File: config.mk
export PLATFORM = sky130hd
export DESIGN_NAME = spike_time_decoder
export DESIGN_NICKNAME = d
export VERILOG_FILES = /design/src/rtl/spike_pkg.sv /design/src/rtl/spike_ch_match.sv /design/src/rtl/spike_time_decoder.sv
export SDC_FILE = /design/constraint.sdc
export NUM_CORES = 1
export LEC_CHECK = 0
export ABC_CLOCK_PERIOD_IN_PS = 1980
export CORE_MARGIN = 2
export CORE_UTILIZATION = 48
export DETAILED_ROUTE_END_ITERATION = 12
export HOLD_SLACK_MARGIN = 0.05
export PLACE_DENSITY = 0.82
export SYNTH_ARGS = -nofsm -noshare
export SYNTH_HDL_FRONTEND = slang
export SYNTH_SLANG_ARGS = --single-unit
File: constraint.sdc
create_clock -name clk -period 1.98 [get_ports clk]
set_input_delay 0.396 -clock clk [delete_from_list [all_inputs] [get_ports clk]]
set_output_delay 0.396 -clock clk [all_outputs]
set_load 0.02 [all_outputs]
File: src/rtl/spike_pkg.sv
// Shared definitions for the spike time decoder.
//   NUM_CH_DEF / TIME_W_DEF : default channel count and tick width
//   state_t                 : decoder FSM state encoding
//   field_lsb()             : bit offset of channel c's {enable, time} field
//                             inside a frame word
package spike_pkg;

  localparam int unsigned NUM_CH_DEF = 8;
  localparam int unsigned TIME_W_DEF = 3;

  typedef enum logic {
    ST_IDLE,
    ST_RUN
  } state_t;

  // Each channel field is TIME_W+1 bits: MSB enable, low TIME_W bits spike time.
  function automatic int unsigned field_lsb(input int unsigned ch, input int unsigned time_w);
    return ch * (time_w + 1);
  endfunction

endpackage

File: src/rtl/spike_ch_match.sv
// Per-channel spike compare: fires while the decoder runs, the channel is
// enabled and its programmed spike time equals the current tick.
//   run   : decoder is in RUN
//   en    : channel enable bit from the frame register
//   tm    : channel spike time from the frame register
//   tick  : current tick within the period
//   spike : one-cycle spike pulse for this channel
module spike_ch_match #(
  parameter int unsigned TIME_W = 3
) (
  input  logic              run,
  input  logic              en,
  input  logic [TIME_W-1:0] tm,
  input  logic [TIME_W-1:0] tick,
  output logic              spike
);

  assign spike = run & en & (tm == tick);

endmodule

File: src/rtl/spike_time_decoder.sv
// Spike time decoder: accepts a frame word holding one {enable, time} field
// per channel and replays it over a period of 2**TIME_W cycles, pulsing each
// enabled channel at its programmed tick.
//   clk, rst_l  : clock, synchronous active-low reset
//   word_in     : frame word (NUM_CH fields of TIME_W+1 bits)
//   word_valid  : word_in valid
//   word_ready  : word accepted this cycle when also valid
//   spike_out   : per-channel spike pulses
//   tick        : tick within the current period (0 when idle)
//   frame_done  : pulse on the last tick of a period
//   busy        : high while replaying a frame
// Optional macro SPIKE_DECODE_STATS_EN adds:
//   frame_count : accepted frames (wraps at 2**16)
//   spike_count : total emitted spikes (wraps at 2**16)
module spike_time_decoder
  import spike_pkg::*;
#(
  parameter  int unsigned NUM_CH = NUM_CH_DEF,
  parameter  int unsigned TIME_W = TIME_W_DEF,
  localparam int unsigned WORD_W = NUM_CH * (TIME_W + 1)
) (
  input  logic              clk,
  input  logic              rst_l,
  input  logic [WORD_W-1:0] word_in,
  input  logic              word_valid,
  output logic              word_ready,
  output logic [NUM_CH-1:0] spike_out,
  output logic [TIME_W-1:0] tick,
  output logic              frame_done,
  output logic              busy
`ifdef SPIKE_DECODE_STATS_EN
  ,
  output logic [15:0]       frame_count,
  output logic [15:0]       spike_count
`endif
);

  state_t              state_q, state_d;
  logic [TIME_W-1:0]   tick_q, tick_d;
  logic [WORD_W-1:0]   frame_q, frame_d;
  logic                accept;
  logic                tick_max;
  logic                run;

  always_ff @(posedge clk) begin
    if (!rst_l) begin
      state_q <= ST_IDLE;
      tick_q  <= '0;
      frame_q <= '0;
    end else begin
      state_q <= state_d;
      tick_q  <= tick_d;
      frame_q <= frame_d;
    end
  end

  always_comb begin
    state_d    = state_q;
    tick_d     = tick_q;
    frame_d    = frame_q;
    word_ready = 1'b0;
    accept     = 1'b0;
    tick_max   = (tick_q == '1);
    case (state_q)
      ST_IDLE: begin
        word_ready = 1'b1;
        accept     = word_valid;
        if (accept) begin
          state_d = ST_RUN;
          tick_d  = '0;
          frame_d = word_in;
        end
      end
      ST_RUN: begin
        word_ready = tick_max;
        accept     = word_valid & tick_max;
        if (tick_max) begin
          tick_d = '0;
          if (accept) begin
            frame_d = word_in;
          end else begin
            state_d = ST_IDLE;
          end
        end else begin
          tick_d = tick_q + 1'b1;
        end
      end
      default: begin
        state_d = ST_IDLE;
        tick_d  = '0;
      end
    endcase
  end

  assign run        = (state_q == ST_RUN);
  assign busy       = run;
  assign tick       = tick_q;
  assign frame_done = run & tick_max;

  // Spikes decode purely from registered frame/tick, never from word_in.
  for (genvar c = 0; c < NUM_CH; c++) begin : g_ch
    localparam int unsigned LSB = field_lsb(c, TIME_W);
    spike_ch_match #(
      .TIME_W(TIME_W)
    ) u_match (
      .run  (run),
      .en   (frame_q[LSB+TIME_W]),
      .tm   (frame_q[LSB +: TIME_W]),
      .tick (tick_q),
      .spike(spike_out[c])
    );
  end

`ifdef SPIKE_DECODE_STATS_EN
  logic [15:0] frame_count_q;
  logic [15:0] spike_count_q;
  logic [15:0] pop;

  always_comb begin
    pop = '0;
    for (int unsigned i = 0; i < NUM_CH; i++) begin
      pop = pop + 16'(spike_out[i]);
    end
  end

  always_ff @(posedge clk) begin
    if (!rst_l) begin
      frame_count_q <= '0;
      spike_count_q <= '0;
    end else begin
      if (accept) begin
        frame_count_q <= frame_count_q + 16'd1;
      end
      spike_count_q <= spike_count_q + pop;
    end
  end

  assign frame_count = frame_count_q;
  assign spike_count = spike_count_q;
`endif

endmodule

==> results.txt <==
met3 WL: 183 um
Max-cap violations: 0
DRC Markers: 0
Routed Antenna Nets: 0
# diodes: 0
initial DRC count: 44
ranking of synthesized cells by area: dfxtp_1 38%, mux2i_1 17%, nand2_1 13%, xor2_1 7.4%, xnor2_1 3.7%
IO Port Bufs: 48
clock slew at reported path FFs: 0.07 ns
synthesized area per cell: 8.793 um2
Root Driver: clkbuf_8
layout cells sized above 1: 0.1047
Syn Nets: 252
HPWL Detailed: 2538 um
Worst Path Arrival: 1.51 ns
Final setup viols: 0
# Post-CTS Setup Buffers: 0
critical path peak fanout: 4
peak supply drop: 0.4057 mV
Worst Path Required: 1.58 ns
Slew @ Worst Pin: 0.2581 ns
Final period util: 0.9613
Met1 Routed Length: 1680 um
RSZ-0062 raised after global routing: false
Core Footprint: 3716 um2
Worst setup SP type: register
Reg2Reg Launch Point: tick[0]$_SDFFE_PN0P_
gr usage total: 0.1824
DR vias/cell: 4.814
most common cell in the netlist: nand2_1
sequential fraction of the synthesis area: 0.3830
Clock Skew: 0.003481 ns
number of synthesized flops with an enable pin: 0
final hold slack: 0.4614 ns
First-pass DRT Iterations: 4
Yosys reg bits: 36
grt total ovfl: 0
full die area: 4438 um2
Area Growth Syn to Fin: 30.65%
pin count of the biggest net entering global routing: 69
crit path kind: reg -> out
HP Class: reg -> reg
Worst R2R End: frame_q[31]$_SDFFE_PN0P_
post-synth top area share: 0.3830
TNS Setup: 0 ns
routed via count: 1473
Yosys top cell by area: dfxtp_1
Tmin final: 1.903 ns
Num CTS Buffers: 5
top cell types by occurrence after synthesis: 65 x nand2_1, 36 x dfxtp_1, 32 x mux2i_1, 16 x xor2_1, 10 x buf_2
reg2reg setup slack: 0.39 ns
wire per inst: 11.81 um
Slew Limit Fails: 0
leak pwr: 1.109 nW
Die W: 66.62 um
global-route wire length before repair: 6134 um
initial antenna violation count: 0
met2 wire len: 1686 um
ys async rst share: 0
Post-Syn Instances: 214
max layer used: met4
Setup crit end kind: primary output
slew margin rel.: 0.8280
IO Pins: 49
clock sink total: 36
pwr dens: 640.9 nW/um2
die height: 66.62 um
Main synth FF type: dfxtp_1
Routability Congestion: 0.7343
CTS tree: yes
status: finished clean
R2R depth: 6
synthesized area: 1882 um2
Final nets: 296
Clk Latency, worst-skew pair: 0.29 ns
Unique masters post-synth: 21
final wirelength: 3615 um
Fmax: 525.4 MHz
Worst Setup SP: tick[1]$_SDFFE_PN0P_
initial core utilization: 0.5064
vias in the first global route: 1460
# rows: 22
CTS HTree Levels: 2
clock tree buffer depth: 2
crit path to: spike_out[0]
Ys Warns: 0
Final Hold Viols: 0
[worst min path at each step]
| stage | startpoint | end | depth (start not counted) |
|---|---|---|---|
| 6_report | frame_q[11]$_SDFFE_PN0P_ | frame_q[11]$_SDFFE_PN0P_ | 2 |
| 5_1_grt | frame_q[19]$_SDFFE_PN0P_ | frame_q[19]$_SDFFE_PN0P_ | 2 |
| 4_1_cts | frame_q[11]$_SDFFE_PN0P_ | frame_q[11]$_SDFFE_PN0P_ | 2 |
| 3_5_place_dp | frame_q[11]$_SDFFE_PN0P_ | frame_q[11]$_SDFFE_PN0P_ | 2 |
| 3_3_place_gp | frame_q[23]$_SDFFE_PN0P_ | frame_q[23]$_SDFFE_PN0P_ | 2 |
| 2_1_floorplan | frame_q[11]$_SDFFE_PN0P_ | frame_q[11]$_SDFFE_PN0P_ | 2 |
[kinds of logic after synthesis]
kind of cell,after synthesis,synth area share
buffers and inverters,24,0.08843
muxes,32,0.1702
adders and majority gates,3,0.01995
AOI/OAI and AO/OA,5,0.02327
and+or+nand+nor,90,0.2035
DFF,36,0.3830
xor gates and xnor gates,24,0.1117
[power by group]
part,internal [W],switching [W],total (W)
combinational,0.000168,0.000126,0.000294
clock,0.000239,0.000244,0.000482
sequential,0.000770,0.0000292,0.000799
total,0.00118,0.000399,0.00158
[area by class of cell]
class	instances	area, um2
repair buffers	61	604.3
clock buffers	6	72.57
fillers	321	1257
clock inverters	1	5.005
flip-flops and latches	36	721.9
multi-input cells	154	994.7
well taps	48	60.06
[flip-flops by register name, indices dropped and copies added (netlist names)]
signal and cells:
frame_q 32, tick 3, busy 1
[critical path, cell delays in order, from the launching register on]
cell and delay, ns:
dfxtp_2 0.35, buf_12 0.13, xnor2_1 0.15, nand3_1 0.09, nor3_1 0.14, dlygate4sd2_1 0.36
[metal layers]
| metal | vias to the layer above | global-route usage |
|---|---|---|
| li1 | 767 | - |
| met1 | 665 | 0.2121 |
| met2 | 34 | 0.3125 |
| met3 | 7 | 0.05574 |
| met4 | 0 | 0.06888 |
| met5 | - | 0 |
[stage by stage]
stage / total power (W) / area [um2] / util / std cells / worst slack, ns
6_report: 0.001576 / 2459 / 0.6616 / 306 / 0.07654
5_1_grt: 0.001652 / 2459 / 0.6616 / 306 / 0.002056
4_1_cts: 0.001595 / 2480 / 0.6673 / 306 / 0.006796
3_5_place_dp: 0.001116 / 2411 / 0.6488 / 299 / 0.03724
3_3_place_gp: 0.001109 / 2411 / 0.6488 / 299 / 0.03148
2_1_floorplan: 0.0009893 / 1882 / - / 214 / 0.3567
[what timing repair did]
item,CTS,global route
resized for setup,13,11
endpoints found under the setup margin,10,5
hold buffers,0,0
[cells in the final DEF (no fill, tap or decap)]
| master | Yosys | layout |
|---|---|---|
| nand2_1 | 65 | 65 |
| clkdlybuf4s50_1 | 0 | 37 |
| dfxtp_1 | 36 | 35 |
| mux2i_1 | 32 | 32 |
| xor2_1 | 16 | 16 |
| xnor2_1 | 8 | 8 |
| nand3_1 | 8 | 8 |
| nor3_1 | 8 | 8 |
| buf_4 | 8 | 8 |
| clkbuf_8 | 0 | 5 |
| clkbuf_2 | 0 | 5 |
| dlygate4sd2_1 | 0 | 5 |
| buf_12 | 0 | 5 |
| nor3b_1 | 3 | 3 |
| ha_1 | 3 | 3 |
| a21oi_1 | 2 | 2 |
| nor2b_1 | 2 | 2 |
| o21a_1 | 2 | 2 |
| and2_1 | 1 | 1 |
| nand2b_1 | 1 | 1 |
| a21boi_4 | 1 | 1 |
| nor2_1 | 1 | 1 |
| and2b_1 | 1 | 1 |
| clkinv_2 | 0 | 1 |
| clkbuf_1 | 3 | 1 |
| buf_2 | 10 | 1 |
| dfxtp_2 | 0 | 1 |
Power figures use the tool's default switching activity.
